<file path="src/rtl/uart_tx_serializer.sv">
// UART transmit serializer: sends a DBIT-wide word as one start bit, LSB-first data bits and a
// stop period, advancing only on the oversampling tick supplied by the baud tick generator.
module uart_tx_serializer #(
   parameter int DBIT    = 8,
   parameter int SB_TICK = 16,
   parameter int OS      = 16
) (
   input  logic            clk,
   input  logic            reset_n,
   input  logic            s_tick,
   input  logic            tx_start,
   input  logic [DBIT-1:0] din,
   output logic            tx_busy,
   output logic            tx_done_tick,
   output logic            tx
);

   localparam int CNT_MAX = (OS > SB_TICK) ? OS : SB_TICK;
   localparam int SW      = (CNT_MAX > 1) ? $clog2(CNT_MAX) : 1;
   localparam int NW      = (DBIT > 1) ? $clog2(DBIT) : 1;

   localparam logic [SW-1:0] OS_LAST = SW'(OS - 1);
   localparam logic [SW-1:0] SB_LAST = SW'(SB_TICK - 1);
   localparam logic [NW-1:0] N_LAST  = NW'(DBIT - 1);

   typedef enum logic [1:0] {
      IDLE,
      START,
      DATA,
      STOP
   } state_t;

   state_t          r_state;
   state_t          w_stateNext;
   logic [SW-1:0]   r_sCnt;
   logic [SW-1:0]   w_sCntNext;
   logic [NW-1:0]   r_nCnt;
   logic [NW-1:0]   w_nCntNext;
   logic [DBIT-1:0] r_shift;
   logic [DBIT-1:0] w_shiftNext;
   logic            r_tx;
   logic            w_txNext;
   logic            w_doneTick;

   always_ff @(posedge clk or negedge reset_n) begin
      if (!reset_n) begin
         r_state <= IDLE;
         r_sCnt  <= '0;
         r_nCnt  <= '0;
         r_shift <= '0;
         r_tx    <= 1'b1;
      end else begin
         r_state <= w_stateNext;
         r_sCnt  <= w_sCntNext;
         r_nCnt  <= w_nCntNext;
         r_shift <= w_shiftNext;
         r_tx    <= w_txNext;
      end
   end

   // The line value is computed for the next state, so tx switches on the same edge as the state.
   always_comb begin
      w_stateNext = r_state;
      w_sCntNext  = r_sCnt;
      w_nCntNext  = r_nCnt;
      w_shiftNext = r_shift;
      w_txNext    = r_tx;
      w_doneTick  = 1'b0;

      case (r_state)
         IDLE: begin
            w_txNext = 1'b1;
            if (tx_start) begin
               w_shiftNext = din;
               w_sCntNext  = '0;
               w_stateNext = START;
               w_txNext    = 1'b0;
            end
         end

         START: begin
            if (s_tick) begin
               if (r_sCnt == OS_LAST) begin
                  w_sCntNext  = '0;
                  w_nCntNext  = '0;
                  w_stateNext = DATA;
                  w_txNext    = r_shift[0];
               end else begin
                  w_sCntNext = r_sCnt + 1'b1;
               end
            end
         end

         DATA: begin
            if (s_tick) begin
               if (r_sCnt == OS_LAST) begin
                  w_sCntNext  = '0;
                  w_shiftNext = r_shift >> 1;
                  if (r_nCnt == N_LAST) begin
                     w_stateNext = STOP;
                     w_txNext    = 1'b1;
                  end else begin
                     w_nCntNext = r_nCnt + 1'b1;
                     w_txNext   = w_shiftNext[0];
                  end
               end else begin
                  w_sCntNext = r_sCnt + 1'b1;
               end
            end
         end

         STOP: begin
            if (s_tick) begin
               if (r_sCnt == SB_LAST) begin
                  w_sCntNext  = '0;
                  w_stateNext = IDLE;
                  w_doneTick  = 1'b1;
               end else begin
                  w_sCntNext = r_sCnt + 1'b1;
               end
            end
         end

         default: begin
            w_stateNext = IDLE;
            w_txNext    = 1'b1;
         end
      endcase
   end

   assign tx           = r_tx;
   assign tx_busy      = (r_state != IDLE);
   assign tx_done_tick = w_doneTick;

endmodule

</file>
<file path="config.mk">
export PLATFORM = sky130hd
export DESIGN_NAME = uart_tx_serializer
export DESIGN_NICKNAME = d
export VERILOG_FILES = /design/src/rtl/uart_tx_serializer.sv
export SDC_FILE = /design/constraint.sdc
export NUM_CORES = 1
export LEC_CHECK = 0
export ABC_AREA = 1
export BUFFER_PORTS_ARGS = -buffer_cell sky130_fd_sc_hd__buf_2
export CAP_MARGIN = 20
export CORE_ASPECT_RATIO = 1.1
export CORE_UTILIZATION = 40
export DETAILED_ROUTE_END_ITERATION = 12
export SLEW_MARGIN = 20
export SYNTH_ARGS = -nofsm -noshare
export SYNTH_HDL_FRONTEND = slang
export SYNTH_SLANG_ARGS = --single-unit
</file>
<file path="constraint.sdc">
create_clock -name clk -period 1.5 [get_ports clk]
set_input_delay 0.3 -clock clk [delete_from_list [all_inputs] [get_ports clk]]
set_output_delay 0.3 -clock clk [all_outputs]
set_load 0.02 [all_outputs]
</file>
==> run summary, run 1 <==
H-tree levels -> 1
Die height -> 57.8 um
Area growth syn-to-layout -> 32.0%
Clk sinks -> 18
Worst setup EP type -> output pin
Slew Viols, Final -> 0
Die area -> 3050 um^2
Critical Path Max Stage Delay -> 440 ps
Hold path cells -> 3
Commonest cells post-synth -> nand2_1 (40), dfrtp_1 (17), ha_1 (10)
CORE AREA -> 2590 um^2
Met3 track demand over resource -> 2.36%
Delay-heaviest family, CP -> flip-flops
Drt drc -> 0
Mapped Area -> 1130 um^2
Final nets -> 190
Largest net degree at the start of global routing -> 19
GRT Util Overall -> 18.1%
Max Clock Freq -> 648 MHz
Synth Area in Compound Gates -> 13.3%
Share of post-route cells with drive strength above 1 -> 41.3%
Worst Tran Pin Value -> 423 ps
Synth area leader -> dfrtp_1
Total grt overflow -> 0
VDD IR max -> 1.16 mV
# port buffers -> 14
TritonCTS buffer count -> 3
# rows -> 19
Post-Synthesis Cells -> 133
Pwr/cell area -> 2110 nW/um^2
Worst path bufs/invs -> 2
Vias in the first global route -> 932
Top-area cell type share of the netlist area -> 37.6%
Routed Antenna Nets -> 0
RePlAce Congestion -> 0.864
Lkg Pwr -> 0.723 nW
DR iter-0 viols -> 22
Rel. slew slack -> 71.8%
Post-Synth Adder-Cell Area -> 11.0%
Seq cells post-synth -> 18
Gr busiest metal -> met2
Initial Utilization -> 43.7%
DR vias -> 977
Most common cell in the netlist -> nand2_1
Mean Syn Cell Area -> 8.51 um^2
Worst EP arrival -> 1240 ps
CP cell instances -> buf_6 > ha_4 > nand2_2 > nor2_2 > buf_6
Initial DRT Pass Iterations -> 4
Critical path depth -> 5
WHS -> 249 ps
Critical-path top delay cell -> dfrtp_1
WP data required -> 1200 ps
ANT cells -> 0
Filler instances -> 244
Post-route clock skew -> 10.4 ps
Mux cell area share after synthesis -> 5.30%
XOR/XNOR Fraction of Synth Area -> 0%
Boundary pin count -> 15
Hold/Removal Path Class -> input port to register
Async SR Flop Fraction -> 100%
Worst Path Max Fanout -> 4
Crit start category -> register
Post-synth EDFFs -> 0
DR WL/cell -> 11.6 um
Synth unique cells -> 23
Final Hold Viols -> 0
R2R cell count -> 8
Crit share post-route -> 103%
DP Wirelength -> 1550 um
Final Worst Setup Slack -> -44.0 ps
TNS Setup -> -61.2 ps
Synth top area cells -> dfrtp_1 (38%), nand2_1 (13%), ha_1 (11%)
Setup Crit Path Kind -> register to output pin
Met2 Use GR -> 30.0%
Simple-gate share of the synthesized area -> 24.8%
Vias per Instance -> 4.93
Die Span X -> 52.7 um
Sequential area share after synthesis -> 39.9%
WL final -> 2310 um
Min Tclk post-route -> 1540 ps
# setup viols final -> 4
Clk buf depth -> 2
RSZ-0062 raised after global routing -> yes
Main flop type after synthesis -> dfrtp_1
First-pass GRT wire length -> 4060 um
Cell mode on critical path -> buf_6
Yosys warnings -> 0
Clock-pin transition on the worst setup and hold timing paths -> 120 ps
Met1 Track Usage GR -> 24.2%
Largest family of logic cells by synthesized area -> simple AND/OR/NAND/NOR gates
Failing checks -> setup timing
Worst skew pair latency -> 300 ps
CTS tree -> done
CTS root buffer -> clkbuf_4
Mapped Nets -> 155
Status -> finished with violations
Max-cap violation count -> 0
Initial antenna violation count -> 0
## logic make-up (layout without fill, tap and decap cells)
kind of cell             Yosys count  after routing
flip-flops                        18             18
adder cells (fa/ha/maj)           10             10
multiplexers                       6              6
AO/OA/AOI/OAI                     23             23
AND/OR/NAND/NOR                   64             65
buffers and inverters             12             45
## worst paths after layout
kind                             from            to  slack, ps
min in group asynchronous     reset_n    r_state[1]        450
max                        r_state[1]  tx_done_tick        -40
max in group asynchronous     reset_n            tx        730
min reg2reg                r_shift[4]    r_shift[4]        500
max reg2reg                r_state[1]    r_shift[1]          0
min                            din[7]    r_shift[7]        250
## repair_timing
| action | CTS | global route |
|---|---|---|
| endpoints found under the setup margin | 12 | 18 |
| pin swaps | 4 | 2 |
| setup buffers | 7 | 4 |
| endpoints found under the hold margin | 17 | 0 |
| cloned | 1 | 0 |
| hold buffers | 1 | 0 |
| resized for setup | 21 | 9 |
## registers in the layout, indices dropped and copies added (netlist names)
signal   count
tx           1
r_state      2
r_shift      8
r_sCnt       4
r_nCnt       3
## per-layer routing
metal / up-vias / part of all wire, %
met1: 456 / 50
li1: 507 / -
met5: - / 0
met3: 2 / 2.0
met2: 12 / 48
met4: 0 / 0.48
## area by class of cell
| type | instances | area, um^2 | area share, % |
|---|---|---|---|
| clock buffers | 4 | 36.3 | 2.43 |
| repair buffers | 31 | 220 | 14.7 |
| well taps | 31 | 38.8 | 2.59 |
| flip-flops and latches | 18 | 452 | 30.2 |
| inverters | 10 | 37.5 | 2.51 |
| multi-input cells | 104 | 711 | 47.5 |
## layout by cell type, fill, tap and decap left out, drive strengths merged
cell type,synthesis,final
a21boi,1,1
a21oi,3,3
buf,2,30
clkbuf,0,4
dfrtp,17,17
dfstp,1,1
dlygate4sd3,0,1
ha,10,10
inv,10,10
mux2i,6,6
nand2,43,44
nand3,9,9
nor2,9,9
nor3,1,1
o21a,1,1
o21ai,18,18
or2,2,2
## power breakdown
part	internal, mW	leakage [nW]	total (mW)	switching [mW]
Clock	0.148	0.0210	0.314	0.167
Sequential	0.704	0.228	0.849	0.145
Combinational	0.894	0.474	1.99	1.10
## worst min-delay path, stage by stage
cell,delay [ps]
buf_2,90
nand2_1,70
o21ai_2,50
## through the flow
step	cells	utilization [%]	instance area, um^2	setup WS (ps)	total power [mW]
2_1_floorplan	133	-	1130	32.9	2.09
4_1_cts	194	55.5	1440	-77.8	3.07
3_5_place_dp	181	48.3	1250	-48.2	2.36
5_1_grt	198	57.7	1500	-122	3.45
6_report	198	57.7	1500	-44.0	3.15
3_3_place_gp	181	48.3	1250	-11.7	2.32
No activity file was read; power rests on OpenSTA's default activity.
==> run 2: changes to the inputs <==
BUFFER_PORTS_ARGS = not set   (was -buffer_cell sky130_fd_sc_hd__buf_2)
DONT_BUFFER_PORTS = 1   (was not set)
==> run 2 against run 1 <==
The flow still finishes with violations (setup timing). Clock power about the same. Cell area decreased by 6.1%. Flip-flop and latch count unchanged. Register-to-register slack about the same. Non-clock buffer count decreased by 17. Global-route usage decreased by 0.29 points. First-iteration DRC count decreased by 23%. Total power decreased by 2.9%. Largest cell class unchanged. Largest power group unchanged. Highest routed layer unchanged.
==> run summary, run 2 (synthesized netlist as in run 1, its figures left out) <==
Status -> finished with violations
Failing checks -> setup timing
Hold/Removal Path Class -> input port to register
Initial Utilization -> 43.7% (unchanged)
DR WL/cell -> 12.8 um (+9.8%)
WP data required -> 1200 ps (about the same)
Pwr/cell area -> 2180 nW/um^2 (+3.4%)
RSZ-0062 raised after global routing -> yes
Dpl cells -> 169 (-6.6%)
R2r startpoint -> r_state[1]
Initial antenna violation count -> 0 (unchanged)
# rows -> 19 (unchanged)
Drt drc -> 0 (unchanged)
H-tree levels -> 1 (unchanged)
Worst Tran Pin Value -> 837 ps (+414 ps)
First-pass GRT wire length -> 3930 um (-3.1%)
Rel. slew slack -> 44.0% (-28 points)
Crit. Startpoint -> r_state[1]
DP Area -> 1200 um^2 (-4.4%)
Min Tclk post-route -> 1550 ps (+6.43 ps)
TNS Setup -> -50.4 ps (+10.7 ps)
Clk sinks -> 18 (unchanged)
Clock-pin transition on the worst setup and hold timing paths -> 110 ps (about the same)
Die area -> 3050 um^2 (unchanged)
Largest registers -> r_shift: 8 flops, r_sCnt: 4 flops, r_nCnt: 3 flops
Worst skew pair latency -> 300 ps (about the same)
R2R Setup Slk -> 0 ps (unchanged)
R2R cell count -> 8 (unchanged)
Largest net degree at the start of global routing -> 19 (unchanged)
Setup Crit Path Kind -> register to output pin
TritonCTS buffer count -> 3 (unchanged)
Cell mode on critical path -> buf_6
Commonest non-fill, non-tap cell in the layout -> nand2_1
Worst Path Max Fanout -> 4 (unchanged)
WL final -> 2310 um (+0.35%)
Max-cap violation count -> 0 (unchanged)
Commonest cells after routing, fill and taps aside -> nand2_1 (39), dfrtp_1 (17), buf_4 (9), o21ai_2 (8), nand3_1 (7)
Vias in the first global route -> 894 (-4.1%)
GRT Util Overall -> 17.8% (-0.29 points)
DR iter-0 viols -> 17 (-23%)
Largest register FFs -> 8 (unchanged)
# port buffers -> 0 (-14)
VDD IR max -> 1.09 mV (-5.7%)
Share of post-route cells with drive strength above 1 -> 32.7% (-8.7 points)
Final Worst Setup Slack -> -50.4 ps (-6.43 ps)
Cell area after layout -> 1400 um^2 (-6.1%)
Clk buf depth -> 2 (unchanged)
Worst setup EP type -> output pin
Initial DRT Pass Iterations -> 4 (unchanged)
CTS tree -> done
Area growth syn-to-layout -> 24.0%
Crit start category -> register
Final nets -> 173 (-8.9%)
Boundary pin count -> 15 (unchanged)
Max Clock Freq -> 645 MHz (-0.41%)
Critical-path top delay cell -> dfrtp_1
DR vias -> 919 (-5.9%)
Total grt overflow -> 0 (unchanged)
Routed Antenna Nets -> 0 (unchanged)
Vias per Instance -> 5.08 (+2.9%)
CORE AREA -> 2590 um^2 (unchanged)
Filler instances -> 253 (+3.7%)
Worst EP arrival -> 1250 ps (about the same)
Crit path capture -> tx_done_tick
# setup viols final -> 1 (-3)
WHS -> 134 ps (-115 ps)
Die height -> 57.8 um (unchanged)
ANT cells -> 0 (unchanged)
Pre-CTS setup slack -> -33.1 ps (+15.1 ps)
Worst flop-to-flop path endpoint -> r_shift[0]
Biggest register -> r_shift
CTS root buffer -> clkbuf_4
RePlAce Congestion -> 0.907 (+5.0%)
Final Hold Viols -> 0 (unchanged)
Final cell count without fillers -> 181 (-8.6%)
Critical Path Max Stage Delay -> 430 ps (about the same)
Crit share post-route -> 103% (+0.43 points)
Post-route clock skew -> 3.17 ps (-7.23 ps)
DP Wirelength -> 1600 um (+3.2%)
Lkg Pwr -> 0.661 nW (-8.5%)
Slew Viols, Final -> 0 (unchanged)
CP cell instances -> buf_6 > ha_4 > nand2_4 > nor2_4 > buf_6
Die Span X -> 52.7 um (unchanged)
==> run 2: cell types whose count changed in the layout (fill, tap and decap cells not counted), sizes merged <==
cell	before	now
buf	30	13
==> run 2: repair_timing <==
action | in CTS | in global routing
buffers inserted | 3 | 3
gates resized for setup | 14 | 12
hold endpoints to repair | 18 | 0
pin swaps | 1 | 5
setup endpoints to repair | 12 | 16
hold buffers | 1 | 0
gates cloned | 1 | 0
==> run 2: per-stage QoR <==
| step | util [%] | power (mW) |
|---|---|---|
| floorplan | - | 2.09 |
| global placement | 46.2 | 2.29 |
| detailed placement | 46.2 | 2.34 |
| CTS | 51.6 | 2.94 |
| global route | 54.2 | 3.35 |
| finish | 54.2 | 3.06 |
==> run 2: worst min-delay path by stage <==
stage | cells past startpoint | to | start
finish | 2 | r_shift[7] | din[7]
global route | 2 | r_shift[7] | din[7]
CTS | 2 | r_shift[7] | din[7]
detailed placement | 0 | r_state[1] | reset_n
global placement | 0 | r_state[1] | reset_n
floorplan | 0 | r_nCnt[0] | reset_n
==> run 2: critical path, delay by kind of cell (launching register included) <==
| kind | cells | cell delay (ps) |
|---|---|---|
| flops | 1 | 430 |
| simple gates | 2 | 90 |
| buf+inv | 2 | 270 |
| fa+ha+maj | 1 | 160 |
==> run 2: report_power, final <==
group | total [mW] | switching (mW) | internal, mW
Combinational | 1.88 | 1.06 | 0.820
Clock | 0.316 | 0.168 | 0.148
Sequential | 0.863 | 0.158 | 0.705
==> run 2: metal layers <==
metal	global-route usage, %	wire length [um]	vias up
li1	-	-	467
met5	0	0	-
met1	22.1	1040	419
met4	8.27	51	0
met3	4.46	126	7
met2	28.6	1100	26
==> run 2: area by class of cell <==
type                            count  area [um^2]  area share (%)
Clock buffer                        4         36.3            2.58
Inverter                           10         40.0            2.85
Multi-Input combinational cell    104          714            50.9
Sequential cell                    18          452            32.2
Tap cell                           31         38.8            2.76
Timing Repair Buffer               14          123            8.73
==> run 3: changes to the inputs <==
ABC_AREA = not set   (was 1)
==> run 3 against run 2 <==
The flow still finishes with violations (setup timing). Clock power shrank 2%. Sequential power up 14%. Sequential share of layout area is 2.8 points lower. Fmax shrank 8.1%. Synthesized cell count down 19%. Clock-buffer cell count stayed put. Largest power group unchanged.
==> run summary, run 3 <==
Worst path bufs/invs -> 3 (+1)
Sequential area share after synthesis -> 41.0% (+1.1 points)
H-tree levels -> 1 (unchanged)
Largest net degree at the start of global routing -> 19 (unchanged)
Async SR Flop Fraction -> 100% (unchanged)
Commonest cells post-synth -> dfrtp_1 (17), mux2i_1 (11), ha_1 (10), nor2_1 (9)
Dpl cells -> 155 (-8.3%)
Hold/Removal Path Class -> input port to register
GRT Util Overall -> 18.8% (+1.1 points)
Commonest non-fill, non-tap cell in the layout -> buf_4
R2r startpoint -> r_state[0]
Setup Crit Path Kind -> register to register
Most common cell in the netlist -> dfrtp_1
Clk sinks -> 18 (unchanged)
Crit share post-route -> 112% (+9.1 points)
Biggest register -> r_shift
Overall power -> 3.61 mW (+18%)
Initial DRT Pass Iterations -> 4 (unchanged)
CTS tree -> done
Rel. slew slack -> 42.4% (-1.6 points)
Initial Utilization -> 43.3% (-0.41 points)
Largest register FFs -> 8 (unchanged)
Switch share -> 39.8% (-5.6 points)
Largest registers -> r_shift: 8 flops, r_sCnt: 4 flops, r_nCnt: 3 flops
Slew Viols, Final -> 0 (unchanged)
Critical-path top delay cell -> dfrtp_1
DR WL/cell -> 15.2 um (+19%)
Min Tclk post-route -> 1690 ps (+137 ps)
Combinational power share -> 64.3% (+2.8 points)
Synth top area cells -> dfrtp_1 (39%), ha_1 (11%), mux2i_1 (10%)
R2R cell count -> 7 (-1)
Final cell count without fillers -> 171 (-5.5%)
TritonCTS buffer count -> 3 (unchanged)
Seq pwr share -> 27.2% (-1.0 points)
Lkg Pwr -> 0.676 nW (+2.2%)
Routed Antenna Nets -> 0 (unchanged)
WP data required -> 1700 ps (+500 ps)
Delay-heaviest family, CP -> buffers and inverters
Worst flop-to-flop path endpoint -> r_shift[0]
Critical Path Max Stage Delay -> 430 ps (about the same)
WL final -> 2610 um (+13%)
Mapped Area -> 1100 um^2 (-2.8%)
Seq cells post-synth -> 18 (unchanged)
Crit start category -> register
Worst Path Max Fanout -> 8 (+4)
DR iter-0 viols -> 21 (+4)
Hold path cells -> 2 (unchanged)
Die height -> 57.0 um (-1.3%)
Pwr/cell area -> 2340 nW/um^2 (+7.3%)
Synth unique cells -> 31 (+35%)
Synth area leader -> dfrtp_1
Max-cap violation count -> 0 (unchanged)
CP cell instances -> inv_2 > ha_4 > and2b_4 > buf_6 > a211oi_4 > clkbuf_16 > a21oi_1
VDD IR max -> 1.90 mV (+74%)
Status -> finished with violations
# port buffers -> 0 (unchanged)
Drt drc -> 0 (unchanged)
Post-route clock skew -> 1.65 ps (-1.51 ps)
First-pass GRT wire length -> 4060 um (+3.2%)
Clock-pin transition on the worst setup and hold timing paths -> 110 ps (about the same)
# setup viols final -> 16 (+15)
Mapped Nets -> 130 (-16%)
Share of post-route cells with drive strength above 1 -> 50.0% (+17 points)
Initial antenna violation count -> 0 (unchanged)
# rows -> 19 (unchanged)
Final nets -> 163 (-5.8%)
ANT cells -> 0 (unchanged)
Vias in the first global route -> 904 (+1.1%)
Total grt overflow -> 0 (unchanged)
Vias per Instance -> 5.29 (+4.2%)
CORE AREA -> 2540 um^2 (-1.8%)
R2R Setup Slk -> -190 ps (-190 ps)
Mean Syn Cell Area -> 10.2 um^2 (+20%)
WHS -> 135 ps (+1.20 ps)
Final Hold Viols -> 0 (unchanged)
DP Wirelength -> 1770 um (+10%)
Max Clock Freq -> 593 MHz (-8.1%)
Worst setup EP type -> register
Top-area cell type share of the netlist area -> 38.6% (+1.1 points)
Boundary pin count -> 15 (unchanged)
Clk buf depth -> 2 (unchanged)
Worst Tran Pin Value -> 862 ps (+24.3 ps)
Final Worst Setup Slack -> -187 ps (-137 ps)
Commonest cells after routing, fill and taps aside -> buf_4 (25), dfrtp_1 (16), mux2i_1 (11), nand2_1 (8), nor2_2 (6)
Yosys warnings -> 0 (unchanged)
Main flop type after synthesis -> dfrtp_1
Failing checks -> setup timing
Die Span X -> 52.0 um (-1.3%)
Power share of the clock group -> 8.6% (-1.7 points)
DR vias -> 905 (-1.5%)
Post-synth EDFFs -> 0 (unchanged)
Post-Synthesis Cells -> 108 (-19%)
Area growth syn-to-layout -> 40.1%
RSZ-0062 raised after global routing -> yes
Hold Path Sink -> r_shift[7]
Cell Int Power -> 2.17 mW (+30%)
CTS root buffer -> clkbuf_4
Startpoint of the worst hold path -> din[7]
Worst EP arrival -> 1880 ps (+630 ps)
Worst skew pair latency -> 300 ps (about the same)
Die area -> 2970 um^2 (-2.7%)
RePlAce Congestion -> 0.800 (-12%)
Sw Pwr -> 1.44 mW (+3.4%)
==> run 3: final cells by class <==
| type | instances | area (um^2) |
|---|---|---|
| repair buffers | 31 | 277 |
| multi-input cells | 79 | 702 |
| well taps | 31 | 38.8 |
| inverters | 8 | 36.3 |
| clock buffers | 4 | 36.3 |
| fillers | 220 | 1000 |
| flip-flops and latches | 18 | 453 |
==> run 3: routing by layer <==
layer	GRT usage, %	up-vias	part of all wire, %	routed length (um)
met2	34.1	16	52	1360
met3	3.73	5	3.9	102
met4	6.95	0	1.5	40
met5	0	-	0	0
li1	-	447	-	-
met1	21.3	437	42	1110
==> run 3: power by group through the flow <==
| stage | Clock [mW] | Sequential (mW) | Combinational (mW) |
|---|---|---|---|
| after floorplan | 0 | 0.920 | 1.18 |
| after global placement | 0 | 0.940 | 1.71 |
| after detailed placement | 0 | 0.959 | 1.77 |
| after CTS | 0.318 | 0.962 | 1.96 |
| after global routing | 0.337 | 1.02 | 2.53 |
| final | 0.309 | 0.982 | 2.32 |
==> run 3: worst max-delay path by stage <==
stage	cells past startpoint	slack, ps	to	start
5_1_grt	7	-260	r_state[0]	r_state[0]
3_5_place_dp	6	-190	r_state[0]	r_state[0]
6_report	7	-190	r_shift[0]	r_state[0]
2_1_floorplan	6	-120	r_state[1]	r_state[1]
3_3_place_gp	5	-170	tx	r_state[1]
4_1_cts	7	-160	r_state[0]	r_state[1]
==> run 3: what timing repair did <==
| action | in CTS | in global routing |
|---|---|---|
| endpoints found under the setup margin | 17 | 17 |
| hold buffers | 1 | 0 |
| resized for setup | 14 | 18 |
| setup buffers | 6 | 4 |
| pin swaps | 4 | 3 |
| endpoints found under the hold margin | 18 | 0 |
| cloned | 0 | 1 |
==> run 3: cell families after synthesis <==
group	Yosys count	synth area share, %
and+or+nand+nor	30	14.0
AOI/OAI and AO/OA	24	15.2
DFF	18	41.0
muxes	14	13.1
buffers and inverters	11	4.54
adders and majority gates	10	11.4
xor gates and xnor gates	1	0.796
==> run 3: stage by stage <==
| step | worst slack [ps] | util (%) | setup TNS, ps | instance area [um^2] |
|---|---|---|---|---|
| 4_1_cts | -156 | 56.7 | -2120 | 1440 |
| 6_report | -187 | 60.6 | -2280 | 1540 |
| 2_1_floorplan | -121 | - | -317 | 1130 |
| 5_1_grt | -264 | 60.6 | -3400 | 1540 |
| 3_5_place_dp | -187 | 51.1 | -2150 | 1300 |
| 3_3_place_gp | -174 | 51.1 | -1530 | 1300 |
